**src/rtl/cpld_uart_responder.sv**
```systemverilog
// cpld_uart_responder: byte-wide host port in front of a fixed 8N1 UART.
// The host writes a byte with a uart_wrn falling edge and reads the last
// received byte while uart_rdn is low; status flags report TX/RX progress.
//
// Host strobe semantics: a write is the single cycle where uart_wrn was 1
// last cycle and is 0 now; it is taken only when uart_tbre=1, otherwise it
// is ignored. A read presents rx_buf on data_out for every cycle uart_rdn
// is 0, and the 0->1 edge of uart_rdn acknowledges (clears) uart_dataready.
module cpld_uart_responder #(
    parameter int CLK_FREQ = 50000000,
    parameter int BAUD     = 115200
) (
    input  logic       clk,
    input  logic       rst_n,
    input  logic       uart_wrn,
    input  logic       uart_rdn,
    input  logic [7:0] data_in,
    output logic [7:0] data_out,
    output logic       data_oe,
    output logic       uart_dataready,
    output logic       uart_tbre,
    output logic       uart_tsre,
    output logic       txd,
    input  logic       rxd,
    output logic [1:0] tx_state,
    output logic [1:0] rx_state
);

    localparam int DIV = CLK_FREQ / BAUD;
    localparam int CW  = $clog2(DIV);
    localparam logic [CW-1:0] BIT_LAST  = CW'(DIV - 1);
    localparam logic [CW-1:0] HALF_LAST = CW'(DIV / 2 - 1);

    typedef enum logic [1:0] {T_IDLE, T_START, T_DATA, T_STOP} tx_state_t;
    typedef enum logic [1:0] {R_IDLE, R_START, R_DATA, R_STOP} rx_state_t;

    tx_state_t     tx_cur, tx_nxt;
    rx_state_t     rx_cur, rx_nxt;

    logic          wrn_prev;
    logic [7:0]    hold_reg;
    logic [7:0]    tx_shift;
    logic [CW-1:0] tx_cnt;
    logic [2:0]    tx_bits;
    logic          tx_bit_end;
    logic          wr_edge;
    logic          tx_load;

    logic          rx_s1, rx_s2, rx_prev;
    logic [7:0]    rx_shift;
    logic [7:0]    rx_buf;
    logic [CW-1:0] rx_cnt;
    logic [2:0]    rx_bits;
    logic          frame_err;
    logic          rx_done;
    logic          rdn_prev;
    logic          rd_rise;
    logic          active;

    assign wr_edge    = wrn_prev & ~uart_wrn;
    assign tx_bit_end = (tx_cnt == BIT_LAST);
    assign rd_rise    = ~rdn_prev & uart_rdn;
    assign tx_state   = tx_cur;
    assign rx_state   = rx_cur;

    // TX state register
    always_ff @(posedge clk or negedge rst_n) begin
        if (!rst_n) tx_cur <= T_IDLE;
        else        tx_cur <= tx_nxt;
    end

    // TX next state: a full holding register (tbre=0) starts or chains a frame
    always_comb begin
        tx_nxt = tx_cur;
        case (tx_cur)
            T_IDLE:  if (!uart_tbre) tx_nxt = T_START;
            T_START: if (tx_bit_end) tx_nxt = T_DATA;
            T_DATA:  if (tx_bit_end && tx_bits == 3'd7) tx_nxt = T_STOP;
            T_STOP:  if (tx_bit_end) tx_nxt = uart_tbre ? T_IDLE : T_START;
            default: tx_nxt = T_IDLE;
        endcase
    end

    // TX outputs: line level per state, and the shifter-load strobe
    always_comb begin
        txd     = 1'b1;
        tx_load = 1'b0;
        case (tx_cur)
            T_START: txd = 1'b0;
            T_DATA:  txd = tx_shift[0];
            default: txd = 1'b1;
        endcase
        if (!uart_tbre && (tx_cur == T_IDLE || (tx_cur == T_STOP && tx_bit_end)))
            tx_load = 1'b1;
    end

    // TX datapath: host write capture, shifter, baud and bit counters
    always_ff @(posedge clk or negedge rst_n) begin
        if (!rst_n) begin
            wrn_prev  <= 1'b0;
            hold_reg  <= 8'h00;
            tx_shift  <= 8'h00;
            tx_cnt    <= '0;
            tx_bits   <= 3'd0;
            uart_tbre <= 1'b1;
            uart_tsre <= 1'b1;
        end else begin
            wrn_prev <= uart_wrn;
            // tx_load needs tbre=0 and capture needs tbre=1, so they never collide
            if (wr_edge && uart_tbre) begin
                hold_reg  <= data_in;
                uart_tbre <= 1'b0;
            end
            if (tx_load) begin
                tx_shift  <= hold_reg;
                uart_tbre <= 1'b1;
                uart_tsre <= 1'b0;
            end else if (tx_cur == T_STOP && tx_bit_end) begin
                uart_tsre <= 1'b1;
            end
            if (tx_cur == T_IDLE || tx_bit_end) tx_cnt <= '0;
            else                                tx_cnt <= tx_cnt + 1'b1;
            if (tx_cur == T_DATA && tx_bit_end) begin
                if (!tx_load) tx_shift <= {1'b0, tx_shift[7:1]};
                tx_bits <= tx_bits + 3'd1;
            end
        end
    end

    // RX state register
    always_ff @(posedge clk or negedge rst_n) begin
        if (!rst_n) rx_cur <= R_IDLE;
        else        rx_cur <= rx_nxt;
    end

    // RX next state: start edge, mid-start check, data bits, stop bit
    always_comb begin
        rx_nxt = rx_cur;
        case (rx_cur)
            R_IDLE:  if (rx_prev && !rx_s2) rx_nxt = R_START;
            R_START: if (rx_cnt == HALF_LAST) rx_nxt = rx_s2 ? R_IDLE : R_DATA;
            R_DATA:  if (rx_cnt == BIT_LAST && rx_bits == 3'd7) rx_nxt = R_STOP;
            R_STOP:  if (rx_cnt == BIT_LAST && rx_s2) rx_nxt = R_IDLE;
            default: rx_nxt = R_IDLE;
        endcase
    end

    // RX outputs: good-stop strobe and host bus drive
    always_comb begin
        rx_done  = (rx_cur == R_STOP) && (rx_cnt == BIT_LAST) && rx_s2 && !frame_err;
        data_oe  = active & ~uart_rdn;
        data_out = data_oe ? rx_buf : 8'h00;
    end

    // RX datapath: synchronizer, counters, deserializer, buffer and flags
    always_ff @(posedge clk or negedge rst_n) begin
        if (!rst_n) begin
            rx_s1          <= 1'b1;
            rx_s2          <= 1'b1;
            rx_prev        <= 1'b1;
            rx_shift       <= 8'h00;
            rx_buf         <= 8'h00;
            rx_cnt         <= '0;
            rx_bits        <= 3'd0;
            frame_err      <= 1'b0;
            rdn_prev       <= 1'b1;
            uart_dataready <= 1'b0;
            active         <= 1'b0;
        end else begin
            active   <= 1'b1;
            rx_s1    <= rxd;
            rx_s2    <= rx_s1;
            rx_prev  <= rx_s2;
            rdn_prev <= uart_rdn;
            case (rx_cur)
                R_IDLE: begin
                    rx_cnt    <= '0;
                    rx_bits   <= 3'd0;
                    frame_err <= 1'b0;
                end
                R_START: rx_cnt <= (rx_cnt == HALF_LAST) ? '0 : rx_cnt + 1'b1;
                R_DATA: begin
                    if (rx_cnt == BIT_LAST) begin
                        rx_cnt   <= '0;
                        rx_shift <= {rx_s2, rx_shift[7:1]};
                        rx_bits  <= rx_bits + 3'd1;
                    end else begin
                        rx_cnt <= rx_cnt + 1'b1;
                    end
                end
                R_STOP: begin
                    // a low stop bit parks here until the line returns high
                    if (rx_cnt != BIT_LAST) rx_cnt <= rx_cnt + 1'b1;
                    else if (!rx_s2)        frame_err <= 1'b1;
                end
                default: rx_cnt <= '0;
            endcase
            if (rx_done) rx_buf <= rx_shift;
            // a byte landing on the acknowledge edge takes priority
            if (rx_done)      uart_dataready <= 1'b1;
            else if (rd_rise) uart_dataready <= 1'b0;
        end
    end

endmodule

```
**config.mk**
```make
export PLATFORM = sky130hd
export DESIGN_NAME = cpld_uart_responder
export DESIGN_NICKNAME = d
export VERILOG_FILES = /design/src/rtl/cpld_uart_responder.sv
export SDC_FILE = /design/constraint.sdc
export NUM_CORES = 1
export LEC_CHECK = 0
export ABC_CLOCK_PERIOD_IN_PS = 6000
export CAP_MARGIN = 0
export CORE_AREA = 4 4 96 98
export DETAILED_ROUTE_END_ITERATION = 6
export DIE_AREA = 0 0 100 102
export SLEW_MARGIN = 20
export SYNTH_ARGS = -nofsm -noshare
export SYNTH_HDL_FRONTEND = slang
export SYNTH_SLANG_ARGS = --single-unit
```
**constraint.sdc**
```tcl
create_clock -name clk -period 6 [get_ports clk]
set_input_delay 1.2 -clock clk [delete_from_list [all_inputs] [get_ports clk]]
set_output_delay 1.2 -clock clk [all_outputs]
set_load 0.05 [all_outputs]
```
==> impl_metrics.py <==
metrics = {
    "place": {
        "gp_congestion": 0.823,
        "io_buffers": 29,
        "place_hpwl_um": 3580,
    },
    "sta": {
        "drv_slew": 0,
        "tns_ps": 0,
        "setup_violations": 0,
        "slew-limit-headroom_pct": 41.3,
        "fin_skew_ps": 7.29,
        "fin_crit_ps": 4200,
        "period_share_pct": 70.0,
        "max_clock_freq_ghz": 0.238,
        "worst_slew_pin_slew_ps": 881,
        "rsz0062_at_grt": "no",
        "hold_viol": 0,
    },
    "layout": {
        "antenna_cells": 0,
        "reg_top3": "rx_cnt: 9 flops, tx_cnt: 9 flops",
        "syn_to_final_growth_pct": 19.1,
        "layout-drive-gt1-share_pct": 23.7,
        "layout_common_cells": "64 x dfrtp_1, 41 x mux2_2, 28 x clkdlybuf4s50_1",
        "layout_commonest_cell": "dfrtp_1",
        "nNetsFinal": 331,
    },
    "floorplan": {
        "dieArea_um2": 10200,
        "rows": 34,
        "io_pins": 30,
        "core-area_um2": 8470,
        "die_w_um": 100,
        "die_height_um": 102,
        "start_util_pct": 38.6,
    },
    "setup_path": {
        "worstSetupEndpointType": "primary output",
        "crit_required_ps": 4800,
        "timing.rr.start": "rx_cnt[1]",
        "cp_max_fo": 9,
        "r2r_setup_slack_ps": 3860,
        "setup.worst_path.start_class": "input pin",
        "critical_path_class": "in -> out",
        "rr_worst_depth": 6,
        "rr_endpoint": "rx_buf[3]",
        "crit_arrival_ps": 3000,
    },
    "hold_path": {
        "worstHoldPathType": "reg -> reg",
        "hold_depth": 0,
        "min_to": "rx_s2",
        "hold_start": "rx_s1",
    },
    "global_route": {
        "grt_pass1_wl_um": 9520,
        "grt_start_max_net_pins": 71,
        "antenna_found_initial": 0,
        "grtUsageTotal_pct": 11.7,
        "grt_pass1_vias": 1981,
        "overflow": 0,
    },
    "clocking": {
        "cts-resized-gates": 0,
        "clk_latency_ps": 340,
        "clkSlewWorstSetupHoldPaths_ps": 80,
        "hold_buffers": 0,
        "post_cts_buffers": 0,
        "cts_tree": "yes",
        "ctsHtreeMaxLevel": 3,
        "cts_buffers": 9,
        "cts_root_buf": "clkbuf_8",
        "cts_max_path_buffers": 2,
        "clock-sinks": 70,
    },
    "power": {
        "leakage_uw": 0.00174,
        "totalPowerFinal_uw": 1500,
        "peakVddDrop_mv": 0.195,
        "p_per_area_nw_per_um2": 386,
    },
    "run": {
        "drv_cap": 0,
    },
    "outcome": {
        "status": "completed",
    },
    "synthesis": {
        "yosysWarnings": 0,
        "synth_seq_cells": 70,
        "synth_edf_count": 0,
        "netlist.area_leader.share_pct": 48.9,
        "ys_async_sr_fraction_pct": 100,
        "synth_area_leaders": "dfrtp_1 49%, mux2_2 14%, ha_1 5.4%, dfstp_2 4.8%, xnor2_1 2.9%",
        "syn-cell-area_um2": 3270,
        "avgSynthCellArea_um2": 12.2,
        "synthFlopType": "dfrtp_1",
        "yosysTopAreaCell": "dfrtp_1",
        "synth_cell_types": 48,
        "syn_inst": 268,
        "seq_area_frac_synth_pct": 53.8,
        "synth_fp_nets": 295,
    },
    "routing": {
        "wire_per_inst_um": 12.7,
        "dr.pass1.iters": 4,
        "ant_nets": 0,
        "vias": 2027,
        "drc": 0,
        "wl_um": 5300,
        "drt-initial-drc-count": 76,
        "drt-vias-per-instance": 4.87,
    },
}
layout make-up:
type,instances,area [µm²]
Fill cell,784,4570
Tap cell,108,135
Multi-Input combinational cell,180,1440
Timing Repair Buffer,30,293
Inverter,13,48.8
Sequential cell,70,1760
Clock buffer,10,138
Clock inverter,5,82.6
Yosys cell counts (all sizes together) (6+ instances only):
library cell / instances
inv: 13
and2: 8
nand2: 16
nor3: 6
ha: 14
mux2: 42
xnor2: 11
dfstp: 6
nor2: 20
a21oi: 7
dfrtp: 64
o21ai: 11
nand3: 8
routing by layer:
layer	GRT usage (%)	wire (µm)	vias to the layer above
met3	3.28	185	7
met1	16.1	2610	988
met2	17.2	2430	27
li1	-	-	1005
met4	5.28	69	0
met5	0	0	-
through the flow:
step	utilization, %	setup WS (ps)	hold slack (ps)	area (µm²)	instances
finish	46.0	1800	358	3900	416
global route	46.0	1620	368	3900	416
CTS	46.0	1750	359	3900	416
detailed placement	43.4	1750	347	3680	401
global placement	43.4	1760	346	3680	401
floorplan	-	2430	345	3270	268
worst max-delay path: stages:
cell             delay [ps]
clkdlybuf4s50_1         440
nor2b_1                 380
and2_1                  190
clkdlybuf4s50_1         790
where the power goes:
part	internal [µW]	total [µW]	switching, µW
combinational	199	409	210
clock	245	424	180
sequential	581	670	89.2
total	1020	1500	479
logic make-up after synthesis:
| kind of cell | after synthesis | synth area share (%) |
|---|---|---|
| AOI/OAI and AO/OA | 30 | 5.85 |
| xor gates and xnor gates | 14 | 3.75 |
| adders and majority gates | 14 | 5.35 |
| buffers and inverters | 18 | 2.18 |
| DFF | 70 | 53.8 |
| muxes | 45 | 15.5 |
| other | 1 | 0.115 |
| and+or+nand+nor | 76 | 13.5 |
how the worst max path moves through the flow:
stage,start,end,cells after the start
final,uart_rdn,data_out[3],4
after floorplan,uart_rdn,data_out[0],3
after global routing,uart_rdn,data_out[2],4
after global placement,uart_rdn,data_out[3],4
after detailed placement,uart_rdn,data_out[3],4
after CTS,uart_rdn,data_out[3],4
Power figures use the tool's default switching activity.
